--- src/rtl/mem_bus_ctrl.sv ---
// Memory bus controller: turns active-low CPU read/write requests into timed external
// bus cycles (setup, strobe with wait states and wait extension, hold) and reports completion.
module mem_bus_ctrl #(
  parameter int unsigned ADDR_W   = 16,
  parameter int unsigned DATA_W   = 8,
  parameter int unsigned MEM_WS   = 1,
  parameter int unsigned IO_WS    = 3,
  parameter logic [7:0]  IO_PAGE  = 8'hFF,
  parameter int unsigned WAIT_TMO = 255
) (
  input  logic              clk,
  input  logic              rst,
  input  logic              n_oe_mem,
  input  logic              n_we_mem,
  input  logic [ADDR_W-1:0] addr,
  input  logic [DATA_W-1:0] d_out,
  output logic [DATA_W-1:0] d_in,
  output logic              n_mem_rdy,
  output logic              bus_err,
  output logic [ADDR_W-1:0] ext_addr,
  output logic [DATA_W-1:0] ext_do,
  output logic              ext_do_en,
  input  logic [DATA_W-1:0] ext_di,
  output logic              ext_n_cs_mem,
  output logic              ext_n_cs_io,
  output logic              ext_n_oe,
  output logic              ext_n_we,
  input  logic              ext_n_wait
);

  localparam int unsigned WS_W  = 4;
  localparam int unsigned TMO_W = 8;

  typedef enum logic [2:0] {
    ST_IDLE,
    ST_SETUP,
    ST_STROBE,
    ST_HOLD,
    ST_DONE,
    ST_RELEASE
  } state_t;

  state_t             state_q, state_d;
  logic [WS_W-1:0]    ws_q, ws_d;
  logic [TMO_W-1:0]   tmo_q, tmo_d;
  logic               wr_q, wr_d;
  logic               io_q, io_d;
  logic               err_q, err_d;
  logic [ADDR_W-1:0]  addr_d;
  logic [DATA_W-1:0]  do_d;
  logic [DATA_W-1:0]  din_d;
  logic               n_cs_mem_d, n_cs_io_d, n_oe_d, n_we_d, do_en_d, n_rdy_d, berr_d;

  // State register and registered outputs
  always_ff @(posedge clk) begin
    if (rst) begin
      state_q      <= ST_IDLE;
      ws_q         <= '0;
      tmo_q        <= '0;
      wr_q         <= 1'b0;
      io_q         <= 1'b0;
      err_q        <= 1'b0;
      ext_addr     <= '0;
      ext_do       <= '0;
      d_in         <= '0;
      ext_n_cs_mem <= 1'b1;
      ext_n_cs_io  <= 1'b1;
      ext_n_oe     <= 1'b1;
      ext_n_we     <= 1'b1;
      ext_do_en    <= 1'b0;
      n_mem_rdy    <= 1'b1;
      bus_err      <= 1'b0;
    end else begin
      state_q      <= state_d;
      ws_q         <= ws_d;
      tmo_q        <= tmo_d;
      wr_q         <= wr_d;
      io_q         <= io_d;
      err_q        <= err_d;
      ext_addr     <= addr_d;
      ext_do       <= do_d;
      d_in         <= din_d;
      ext_n_cs_mem <= n_cs_mem_d;
      ext_n_cs_io  <= n_cs_io_d;
      ext_n_oe     <= n_oe_d;
      ext_n_we     <= n_we_d;
      ext_do_en    <= do_en_d;
      n_mem_rdy    <= n_rdy_d;
      bus_err      <= berr_d;
    end
  end

  // Next state, latches and counters; outputs decoded from the next state
  always_comb begin
    state_d = state_q;
    ws_d    = ws_q;
    tmo_d   = tmo_q;
    wr_d    = wr_q;
    io_d    = io_q;
    err_d   = err_q;
    addr_d  = ext_addr;
    do_d    = ext_do;
    din_d   = d_in;

    unique case (state_q)
      ST_IDLE: begin
        if (!n_we_mem || !n_oe_mem) begin
          wr_d    = !n_we_mem;
          io_d    = (addr[ADDR_W-1 -: 8] == IO_PAGE);
          addr_d  = addr;
          do_d    = d_out;
          ws_d    = io_d ? WS_W'(IO_WS) : WS_W'(MEM_WS);
          tmo_d   = '0;
          err_d   = 1'b0;
          state_d = ST_SETUP;
        end
      end
      ST_SETUP: state_d = ST_STROBE;
      ST_STROBE: begin
        if (ws_q != '0) begin
          ws_d = WS_W'(ws_q - WS_W'(1));
        end else if (ext_n_wait) begin
          if (!wr_q) din_d = ext_di;
          state_d = ST_HOLD;
        end else if (tmo_q == TMO_W'(WAIT_TMO)) begin
          // Peripheral held wait past its budget: finish without capturing data
          err_d   = 1'b1;
          state_d = ST_HOLD;
        end else begin
          tmo_d = TMO_W'(tmo_q + TMO_W'(1));
        end
      end
      ST_HOLD:    state_d = ST_DONE;
      ST_DONE:    state_d = ST_RELEASE;
      ST_RELEASE: if (n_oe_mem && n_we_mem) state_d = ST_IDLE;
      default:    state_d = ST_IDLE;
    endcase

    n_cs_mem_d = 1'b1;
    n_cs_io_d  = 1'b1;
    n_oe_d     = 1'b1;
    n_we_d     = 1'b1;
    do_en_d    = 1'b0;
    n_rdy_d    = 1'b1;
    berr_d     = 1'b0;

    unique case (state_d)
      ST_SETUP, ST_STROBE, ST_HOLD: begin
        n_cs_mem_d = io_d;
        n_cs_io_d  = !io_d;
        do_en_d    = wr_d;
        if (state_d == ST_STROBE) begin
          n_oe_d = wr_d;
          n_we_d = !wr_d;
        end
      end
      ST_DONE: begin
        n_rdy_d = 1'b0;
        berr_d  = err_d;
      end
      default: ;
    endcase
  end

endmodule

--- config.mk ---
export PLATFORM = sky130hd
export DESIGN_NAME = mem_bus_ctrl
export DESIGN_NICKNAME = d
export VERILOG_FILES = /design/src/rtl/mem_bus_ctrl.sv
export SDC_FILE = /design/constraint.sdc
export NUM_CORES = 1
export LEC_CHECK = 0
export ABC_AREA = 1
export CELL_PAD_IN_SITES_DETAIL_PLACEMENT = 1
export CELL_PAD_IN_SITES_GLOBAL_PLACEMENT = 2
export CORE_ASPECT_RATIO = 0.6
export CORE_MARGIN = 1
export CORE_UTILIZATION = 25
export CTS_CLUSTER_DIAMETER = 30
export DETAILED_ROUTE_END_ITERATION = 10
export PLACE_DENSITY_LB_ADDON = 0.1
export SLEW_MARGIN = 20
export SYNTH_ARGS = -nofsm -noshare
export SYNTH_HDL_FRONTEND = slang
export SYNTH_SLANG_ARGS = --single-unit
--- constraint.sdc ---
create_clock -name clk -period 2.3 [get_ports clk]
set_input_delay 0.23 -clock clk [delete_from_list [all_inputs] [get_ports clk]]
set_output_delay 0.23 -clock clk [all_outputs]
set_load 0.03 [all_outputs]
==> results of run 1 <==
[power groups by stage]
stage	Combinational (mW)	Clock, mW	Sequential, mW
2_1_floorplan	0.429	0	1.36
3_3_place_gp	0.938	0	1.21
3_5_place_dp	0.939	0	1.21
4_1_cts	0.946	1.41	1.19
5_1_grt	1.03	1.46	1.21
6_report	0.932	1.37	1.19
[cells in the final DEF, fill, tap and decap left out]
cell and instances:
sky130_fd_sc_hd__dfxtp_1 57, sky130_fd_sc_hd__nor2_4 4, sky130_fd_sc_hd__inv_2 2, sky130_fd_sc_hd__o22ai_1 1, sky130_fd_sc_hd__clkbuf_1 2, sky130_fd_sc_hd__buf_4 4, sky130_fd_sc_hd__nand2_2 2, sky130_fd_sc_hd__xor2_1 2
sky130_fd_sc_hd__nor2_2 2, sky130_fd_sc_hd__bufinv_16 1, sky130_fd_sc_hd__nor2_1 52, sky130_fd_sc_hd__o21ai_0 12, sky130_fd_sc_hd__a31oi_1 1, sky130_fd_sc_hd__ha_1 3, sky130_fd_sc_hd__nand3b_1 1, sky130_fd_sc_hd__clkdlybuf4s50_1 75
sky130_fd_sc_hd__o211ai_1 1, sky130_fd_sc_hd__nor3b_1 1, sky130_fd_sc_hd__clkinv_2 2, sky130_fd_sc_hd__nand2_1 105, sky130_fd_sc_hd__inv_1 18, sky130_fd_sc_hd__nand3_1 11, sky130_fd_sc_hd__nor3_1 1, sky130_fd_sc_hd__clkbuf_16 9
sky130_fd_sc_hd__o21ai_2 1, sky130_fd_sc_hd__a21oi_1 33, sky130_fd_sc_hd__o21bai_1 1, sky130_fd_sc_hd__clkbuf_8 3, sky130_fd_sc_hd__nand2_4 1, sky130_fd_sc_hd__nand4_1 1, sky130_fd_sc_hd__nand3_2 2
[state kept, by name, summed over array words and instances, names as in the netlist, 3 cells and up]
signal	flops
ext_do	8
tmo_q	8
ws_q	4
ext_addr	16
state_q	3
d_in	8
[Yosys cell counts, types with 2 or more instances]
cell type / count
sky130_fd_sc_hd__nor2_4: 4
sky130_fd_sc_hd__nand3_1: 11
sky130_fd_sc_hd__inv_2: 2
sky130_fd_sc_hd__nand2_1: 105
sky130_fd_sc_hd__ha_1: 3
sky130_fd_sc_hd__xor2_1: 2
sky130_fd_sc_hd__nand3_2: 2
sky130_fd_sc_hd__a21oi_1: 33
sky130_fd_sc_hd__dfxtp_1: 57
sky130_fd_sc_hd__nor2_1: 52
sky130_fd_sc_hd__buf_4: 4
sky130_fd_sc_hd__nor2_2: 2
sky130_fd_sc_hd__o21ai_0: 12
sky130_fd_sc_hd__clkbuf_1: 5
sky130_fd_sc_hd__inv_1: 18
sky130_fd_sc_hd__nand2_2: 2
[critical path, delay by kind of cell (launching register included)]
kind                     cells  cell delay [ns]
AND/OR/NAND/NOR              6             0.72
flip-flops                   1             0.45
adder cells (fa/ha/maj)      1             0.26
AO/OA/AOI/OAI                1             0.16
buffers and inverters        1             0.08
[cells by family after synthesis]
logic type / Yosys count / share of synthesized area
XOR/XNOR: 2 / 0.007378
adder cells (fa/ha/maj): 3 / 0.01581
AO/OA/AOI/OAI: 50 / 0.1101
AND/OR/NAND/NOR: 183 / 0.3251
flip-flops: 57 / 0.4805
buffers and inverters: 32 / 0.06111
[routing by layer]
layer	part of all wire	wire length [um]
met2	0.38	2801
met1	0.54	3909
met4	0.014	101
met3	0.067	489
met5	0	0
[worst paths after layout]
kind / from / end / slack (ns) / cells past startpoint
worst max-delay path: tmo_q[0]$_SDFFE_PP0P_ / tmo_q[7]$_SDFFE_PP0P_ / 0.55 / 9
worst max register to register: tmo_q[0]$_SDFFE_PP0P_ / tmo_q[7]$_SDFFE_PP0P_ / 0.55 / 9
worst min register to register: ext_addr[8]$_SDFFE_PP0P_ / ext_addr[8]$_SDFFE_PP0P_ / 0.46 / 2
worst min-delay path: ext_addr[8]$_SDFFE_PP0P_ / ext_addr[8]$_SDFFE_PP0P_ / 0.46 / 2
[metrics by stage]
stage	utilization	hold WS, ns	std cells
4_1_cts	0.3877	0.4560	541
6_report	0.3877	0.4635	541
3_3_place_gp	0.3540	0.4525	525
3_5_place_dp	0.3540	0.4560	525
2_1_floorplan	-	0.3138	327
5_1_grt	0.3877	0.4775	541
[cell type report]
type | count | area (um^2) | share of cell area
multi-input combinational | 238 | 1089 | 0.3056
sequential | 57 | 1141 | 0.3203
timing repair buffer | 79 | 780.7 | 0.2192
clock buffer | 14 | 274.0 | 0.07692
inverter | 21 | 80.08 | 0.02248
tap | 130 | 162.7 | 0.04566
clock inverter | 2 | 35.03 | 0.009835
==> results by stage, run 1 <==
Logic synthesis:
- The number of flops mapped to enable cells by yosys is 0.
- In the post-synthesis netlist, the biggest area contributors are sky130_fd_sc_hd__dfxtp_1 48%, sky130_fd_sc_hd__nand2_1 17%, sky130_fd_sc_hd__nor2_1 8.2%.
- The cell type contributing the most total cell area after synthesis is sky130_fd_sc_hd__dfxtp_1.
- When the netlist entered floorplanning its net count stood at around 370.
- Counting distinct cell types in the post-synthesis netlist gives 29.
- The predominant post-synthesis flop cell is sky130_fd_sc_hd__dfxtp_1.
- The average cell area after synthesis is 7.262 um^2.
- For this run, asynchronously set or reset flops after synthesis account for 0.
- Of the post-synthesis cell area, the dominant cell type holds 0.4805.
- Yosys printed 0 warnings.
- The cell area that synthesis handed to floorplanning was around 0.0024 mm^2.
- The number of storage elements in the synthesis netlist is 57.
- The post-synthesis cell count is 327.
- The post-synthesis sequential area ratio is 0.4805.

Clock network:
- In this run, CTS created clock tree buffers numbering 9.
- The CTS sink count is between 50 and 60.
- In this run, post-CTS hold repair placed 0 buffers.
- The depth of the CTS H-tree is 3.
- The buffers inserted during post-CTS setup optimization is 0.
- TritonCTS built the clock tree.
- CTS placed an instance of sky130_fd_sc_hd__clkbuf_16 at the clock tree root.
- The number of resized instances in the post-cts repair step is 0.
- Clock-pin slew was measured on the worst setup and hold paths at ~0.050 ns.
- The maximum root-to-sink buffer count is 2.
- The clock insertion delay at the later pin of the skew report is between 0.3 and 0.4 ns.

Finish:
- At the end of the flow, the number of nets in the layout was around 450.
- The design area is 0.003562 mm^2.
- The growth of design area from synthesis to finish is 50.00%.
- 0 antenna diodes ended up in the layout.
- The number of fillers in the final layout is between 1,000 and 1,500.
- The ratio of cells with drive above 1 in the final layout is 0.08029.

Floorplan:
- The number of core rows is 27.
- The region available for standard cell placement spans approximately 0.0092 mm^2.
- The height of the die is roughly 77 um.
- The floorplan die width is approximately 130 um.
- The number of placed I/O pins is 76.
- The initial standard-cell utilization of the core is 0.2584.
- The total die area is 0.009906 mm^2.

GRT:
- Across every metal layer, demand over resource in global routing totals 0.1626.
- After global routing the overflow that remains totals 0.
- The met3 track demand over resource is 0.06621.
- The met1 track utilization from global routing is 0.2285.
- Entering global routing, the biggest net connects 34 pins.
- The met2 track demand over resource is 0.2196.
- The number of antenna violations at the first check in global routing is 0.
- The number of global-route vias before repair is about 2,300.
- The first global-routing pass estimated around 12,000 um of wire.
- The most heavily used metal layer in global routing is met1.

Detailed routing:
- Summing over every cut layer, the via total after detailed routing is roughly 2,300.
- The final wirelength is 7302 um.
- The number of routed nets with antenna violations is 0.
- The first routing iteration left ~110 violations.
- After detailed routing, the number of vias per cell comes to 4.261.
- For this run, design rule violations remaining after detail routing come to 0.
- After detailed routing, the average wire length per cell comes to ~13 um.
- The number of iterations in the first detailed-routing pass is 4.

Min path:
- The type of the tightest min-delay check is flop to flop.

Timing:
- The max-slew headroom at the worst pin is 0.6667.
- The count of pins over their slew limit is 0.
- For the final routed database, the setup TNS stands at 0 ns.
- The final worst clock skew is 0.003924 ns.
- Setup repair after global routing left no endpoint under its margin.
- The slew at the pin closest to its max-slew limit is roughly 0.50 ns.
- The final setup violation count is 0.
- The smallest setup slack after layout is approximately 0.55 ns.
- The share of the clock period used by the worst path after layout is 0.7626.
- For this run, the top clock speed supported by timing is about 0.57 GHz.
- The number of hold-slack violations in the final timing report is 0.
- The minimum period implied by the final worst setup slack is between 1.5 and 2 ns.

Placement:
- In this run the tool buffered the top-level ports with 75 buffer cells.
- Routability-driven placement finished with a final weighted congestion of 0.7085.
- Once detailed placement completed, the half-perimeter wirelength came to around 5200 um.
- Summing all placed instances gives a cell area of 0.003253 mm^2.
- Prior to clock tree synthesis, the placed netlist has a worst setup slack of roughly 0.40 ns.

Setup path:
- The largest individual stage delay along the critical path comes from the cell sky130_fd_sc_hd__dfxtp_1.
- In this design, the stage delay of the slowest critical-path cell is around 0.45 ns.
- The data arrival at the endpoint of the critical path is roughly 2.0 ns.
- The maximum fanout encountered on the critical timing path is 7.
- The worst setup path is launched from a flop.
- The sort of element at the end of the critical path is a flop.
- The kind of critical path is flop to flop.
- Traced cell by cell, the critical path runs through ha_1 > nand2_1 > nor2_2 > nand2_2 > nor2_4 > inv_2 > nand2_2 > nand2_1 > a21oi_1.
- At the worst endpoint, the required time is ~2.6 ns.

Power and ir drop:
- The register share of total power is 0.340.
- In this run the power spent charging and discharging nets is ~1.1 mW.
- For this design the ratio of total power to cell area is 981.4 mW/mm^2.
- The static leakage is 1.372 nW.
- The combinational cell fraction of total power is 0.267.
- Cell internal power was estimated by the tool at 2.390 mW.
- Of the total power, the share spent switching nets is 0.3164.
- Overall power consumption after layout is estimated at between 3 and 4 mW.
- The relative contribution of the clock network to total power is 0.393.
- VDD sags by at most approximately 0.37 mV.

Run:
- Across the run, the number of max-cap violations was 0.

Status:
- The run finished with clean final reports.
(Power assumes the default switching activity.)
==> inputs of run 2 (changes only) <==
--- a/config.mk
+++ b/config.mk
@@ -10,7 +10,7 @@
 export CELL_PAD_IN_SITES_GLOBAL_PLACEMENT = 2
 export CORE_ASPECT_RATIO = 0.6
 export CORE_MARGIN = 1
-export CORE_UTILIZATION = 25
+export CORE_UTILIZATION = 22
 export CTS_CLUSTER_DIAMETER = 30
 export DETAILED_ROUTE_END_ITERATION = 10
 export PLACE_DENSITY_LB_ADDON = 0.1
==> constraint.sdc (replaced) <==
create_clock -name clk -period 1.44 [get_ports clk]
set_input_delay 0.144 -clock clk [delete_from_list [all_inputs] [get_ports clk]]
set_output_delay 0.144 -clock clk [all_outputs]
set_load 0.03 [all_outputs]
==> run 2 against run 1 <==
Effect of this change: sequential power up 59%; setup slack worse by 0.46 ns; die area up 13%; count of clock-buffer cells in the layout down 5; maximum frequency up 29%; cell area up 10%; register-to-register slack worse by 0.46 ns; utilization about the same; critical path depth up 1; clock power up 81%; hold slack worse by 0.10 ns; largest cell class is now multi-input gates; largest power group unchanged.
==> results by stage, run 2 (same netlist as run 1, synthesis figures left out) <==
Status:
- The flow ran to the end, and the final reports show no timing, DRC or antenna violations.

Timing:
- The count of pins over their slew limit was 0.
- The smallest setup slack after layout is 0.08225 ns.
- On the final layout, the worst clock skew is 0.004381 ns.
- In this run the tightest slew margin relative to its limit is 0.7676.
- For the pin with the worst max-slew slack, the measured transition is about 0.35 ns.
- For the finished layout, the period the worst path requires is between 1 and 1.5 ns.
- The number of hold-slack violations in the final timing report came to 0.
- The post-route setup TNS is 0 ns.
- Setup violations remaining at the end of the flow were counted as 0.
- The share of the clock period used by the worst path after layout is 0.9429.
- Based on the critical path, the design can be clocked at up to approximately 0.74 GHz.

Power and ir drop:
- For this design the total switching power over the nets is 1.944 mW.
- The cell area power density is between 1500 and 2000 mW/mm^2.
- Of the total power, combinational logic draws 0.284.
- The switching share of power is 0.3184.
- The register share of total power is 0.310.
- Power comes to between 6 and 7 mW.
- The cell-internal power is between 4 and 5 mW.
- The static leakage is 1.720 nW.
- Across the VDD grid, the largest voltage drop is between 0.6 and 0.7 mV.
- Of the total power, the clock network draws 0.406.

Clock network:
- The CTS sink count is 57.
- The maximum root-to-sink buffer count is 2.
- The clock insertion delay at the later pin of the skew report is around 0.33 ns.
- The number of hold buffers added after CTS was 0.
- Counting the buffers created by CTS gives 9.
- The depth of the CTS H-tree is 3.
- Clock-pin slew was measured on the worst setup and hold paths at around 0.060 ns.
- The root buffer cell is sky130_fd_sc_hd__clkbuf_16.
- The CTS tree is built.

Run:
- The tool flagged a number of max-cap violations equal to 0.

Detailed routing:
- In this run the remaining antenna-violating nets after routing total 0.
- The number of DRC violations after detailed-routing iteration 0 is slightly below 80.
- Summed over all layers, the routed wires come to 7936 um.
- The per-cell via count in the routed design is around 4.2.
- The number of design rule violations left after detail routing is 0.
- The routed layout has about 2,500 vias.
- The post-detailed-route wirelength per cell is about 14 um.
- Before antenna repair, the detailed router went through 3 iterations.

Floorplan:
- Row generation in the floorplan step produced 28 rows.
- From bottom edge to top edge, the die measures 82.48 um.
- The region available for standard cell placement spans 0.01016 mm^2.
- The die is between 100 and 150 um wide.
- For this configuration, the core starts out at a cell density of 0.2337.
- The total die area is 0.01123 mm^2.
- The number of placed I/O pins is 76.

Finish:
- The layout net count is 483.
- The finished cells cover 0.003935 mm^2.
- The ratio of cells with drive above 1 in the final layout is 0.2098.
- The register containing the most flip-flops in the final layout is ext_addr.
- The library cell used most frequently in the layout, excluding fill and tap cells, is sky130_fd_sc_hd__nand2_1.
- The area of combinational cells with multiple inputs is 0.001166 mm^2.
- Relative to the synthesized area, the layout overhead comes to 65.70%.
- Summing all flip-flop and latch instances after layout gives between 0.001 and 0.0015 mm^2.
- The top cell types in the final layout, fill and taps aside, are 99 x sky130_fd_sc_hd__nand2_1, 50 x sky130_fd_sc_hd__nor2_1, 49 x sky130_fd_sc_hd__dfxtp_1, 40 x sky130_fd_sc_hd__buf_4, 39 x sky130_fd_sc_hd__dlygate4sd2_1.
- The antenna diode count is 0.
- Fill cells in the final layout number ~1,300.
- The number of flip-flops in the largest register is 16.

Setup path:
- The kind of critical path is flop to flop.
- In this run the worst path has a maximum fanout of 3.
- Data arrives at the worst endpoint at between 1.5 and 2 ns.
- STA classifies the critical path startpoint as a flop.
- At the worst endpoint, the required time is between 1.5 and 2 ns.
- STA classifies the critical path endpoint as a flop.

GRT:
- met1 is the most crowded layer.
- The met2 track demand over resource is 0.2086.
- The number of global-route vias before repair is between 2,000 and 3,000.
- Entering global routing, the biggest net connects 20 pins.
- The met3 track demand over resource is 0.06288.
- The total overflow left after global routing is 0.
- The met1 track utilization from global routing is 0.2132.
- The overall global routing resource usage is 0.1529.
- The number of antenna violations at the first check in global routing was 0.
- The wire length of the first global-routing pass is 12,770 um.

Placement:
- The worst setup timing slack at the placement stage is -0.1442 ns.
- The instance area after placement is 0.003520 mm^2.
- Detailed placement finished with a half-perimeter wire length of 5927 um.
- The number of port buffers is 75.
- The congestion estimate from routability-driven global placement came to ~0.77.

Min path:
- The min-delay analysis places its worst path in the category input port to flop.
[run 2: power by group through the flow]
stage | clock network, mW | registers, mW | logic [mW]
after floorplan | 0 | 2.17 | 0.685
after global placement | 0 | 1.91 | 1.71
after detailed placement | 0 | 1.92 | 1.73
after CTS | 2.55 | 1.88 | 1.67
after global routing | 2.64 | 1.92 | 1.91
final | 2.48 | 1.89 | 1.73
[run 2: repair_timing]
action | 4_1_cts | 5_1_grt
endpoints found under the setup margin | 59 | 37
hold endpoints to repair | 0 | 0
resized for setup | 48 | 22
buffers inserted | 2 | 2
pin swaps | 4 | 7
[run 2: routing by layer]
layer / wire length, um / vias to the layer above
met5: 0 / -
met4: 71 / 0
met3: 546 / 7
met2: 3064 / 55
met1: 4254 / 1127
li1: - / 1264
[run 2: layout make-up]
| type | count | share of cell area |
|---|---|---|
| tap | 135 | 0.04293 |
| clock buffer | 9 | 0.05723 |
| multi-input combinational | 238 | 0.2963 |
| clock inverter | 7 | 0.03021 |
| timing repair buffer | 116 | 0.2598 |
| sequential | 57 | 0.2925 |
| inverter | 21 | 0.02099 |
[run 2: per-stage QoR]
stage                 util  hold slack, ns  cells
global route        0.3873          0.3630    583
CTS                 0.3794          0.3528    581
detailed placement  0.3464          0.4565    563
floorplan                -          0.2278    327
finish              0.3873          0.3627    583
global placement    0.3464          0.4507    563
[run 2: worst paths after layout]
check / slack, ns / start / to / cells past startpoint
worst max-delay path: 0.08 / ws_q[1]$_SDFFE_PP0P_ / ext_do_en$_SDFF_PP0_ / 10
worst min-delay path: 0.36 / addr[7] / ext_addr[7]$_SDFFE_PP0P_ / 3
worst min register to register: 0.46 / ext_addr[9]$_SDFFE_PP0P_ / ext_addr[9]$_SDFFE_PP0P_ / 2
worst max register to register: 0.08 / ws_q[1]$_SDFFE_PP0P_ / ext_do_en$_SDFF_PP0_ / 10
[run 2: critical path, cell delays in order (launching register included)]
cell	delay (ns)
sky130_fd_sc_hd__dfxtp_2	0.32
sky130_fd_sc_hd__inv_2	0.08
sky130_fd_sc_hd__ha_4	0.15
sky130_fd_sc_hd__nand2_2	0.07
sky130_fd_sc_hd__nor2_4	0.12
sky130_fd_sc_hd__buf_4	0.11
sky130_fd_sc_hd__nand2_2	0.06
sky130_fd_sc_hd__o211ai_1	0.08
sky130_fd_sc_hd__buf_4	0.16
sky130_fd_sc_hd__nand2_1	0.05
sky130_fd_sc_hd__nor2_1	0.09
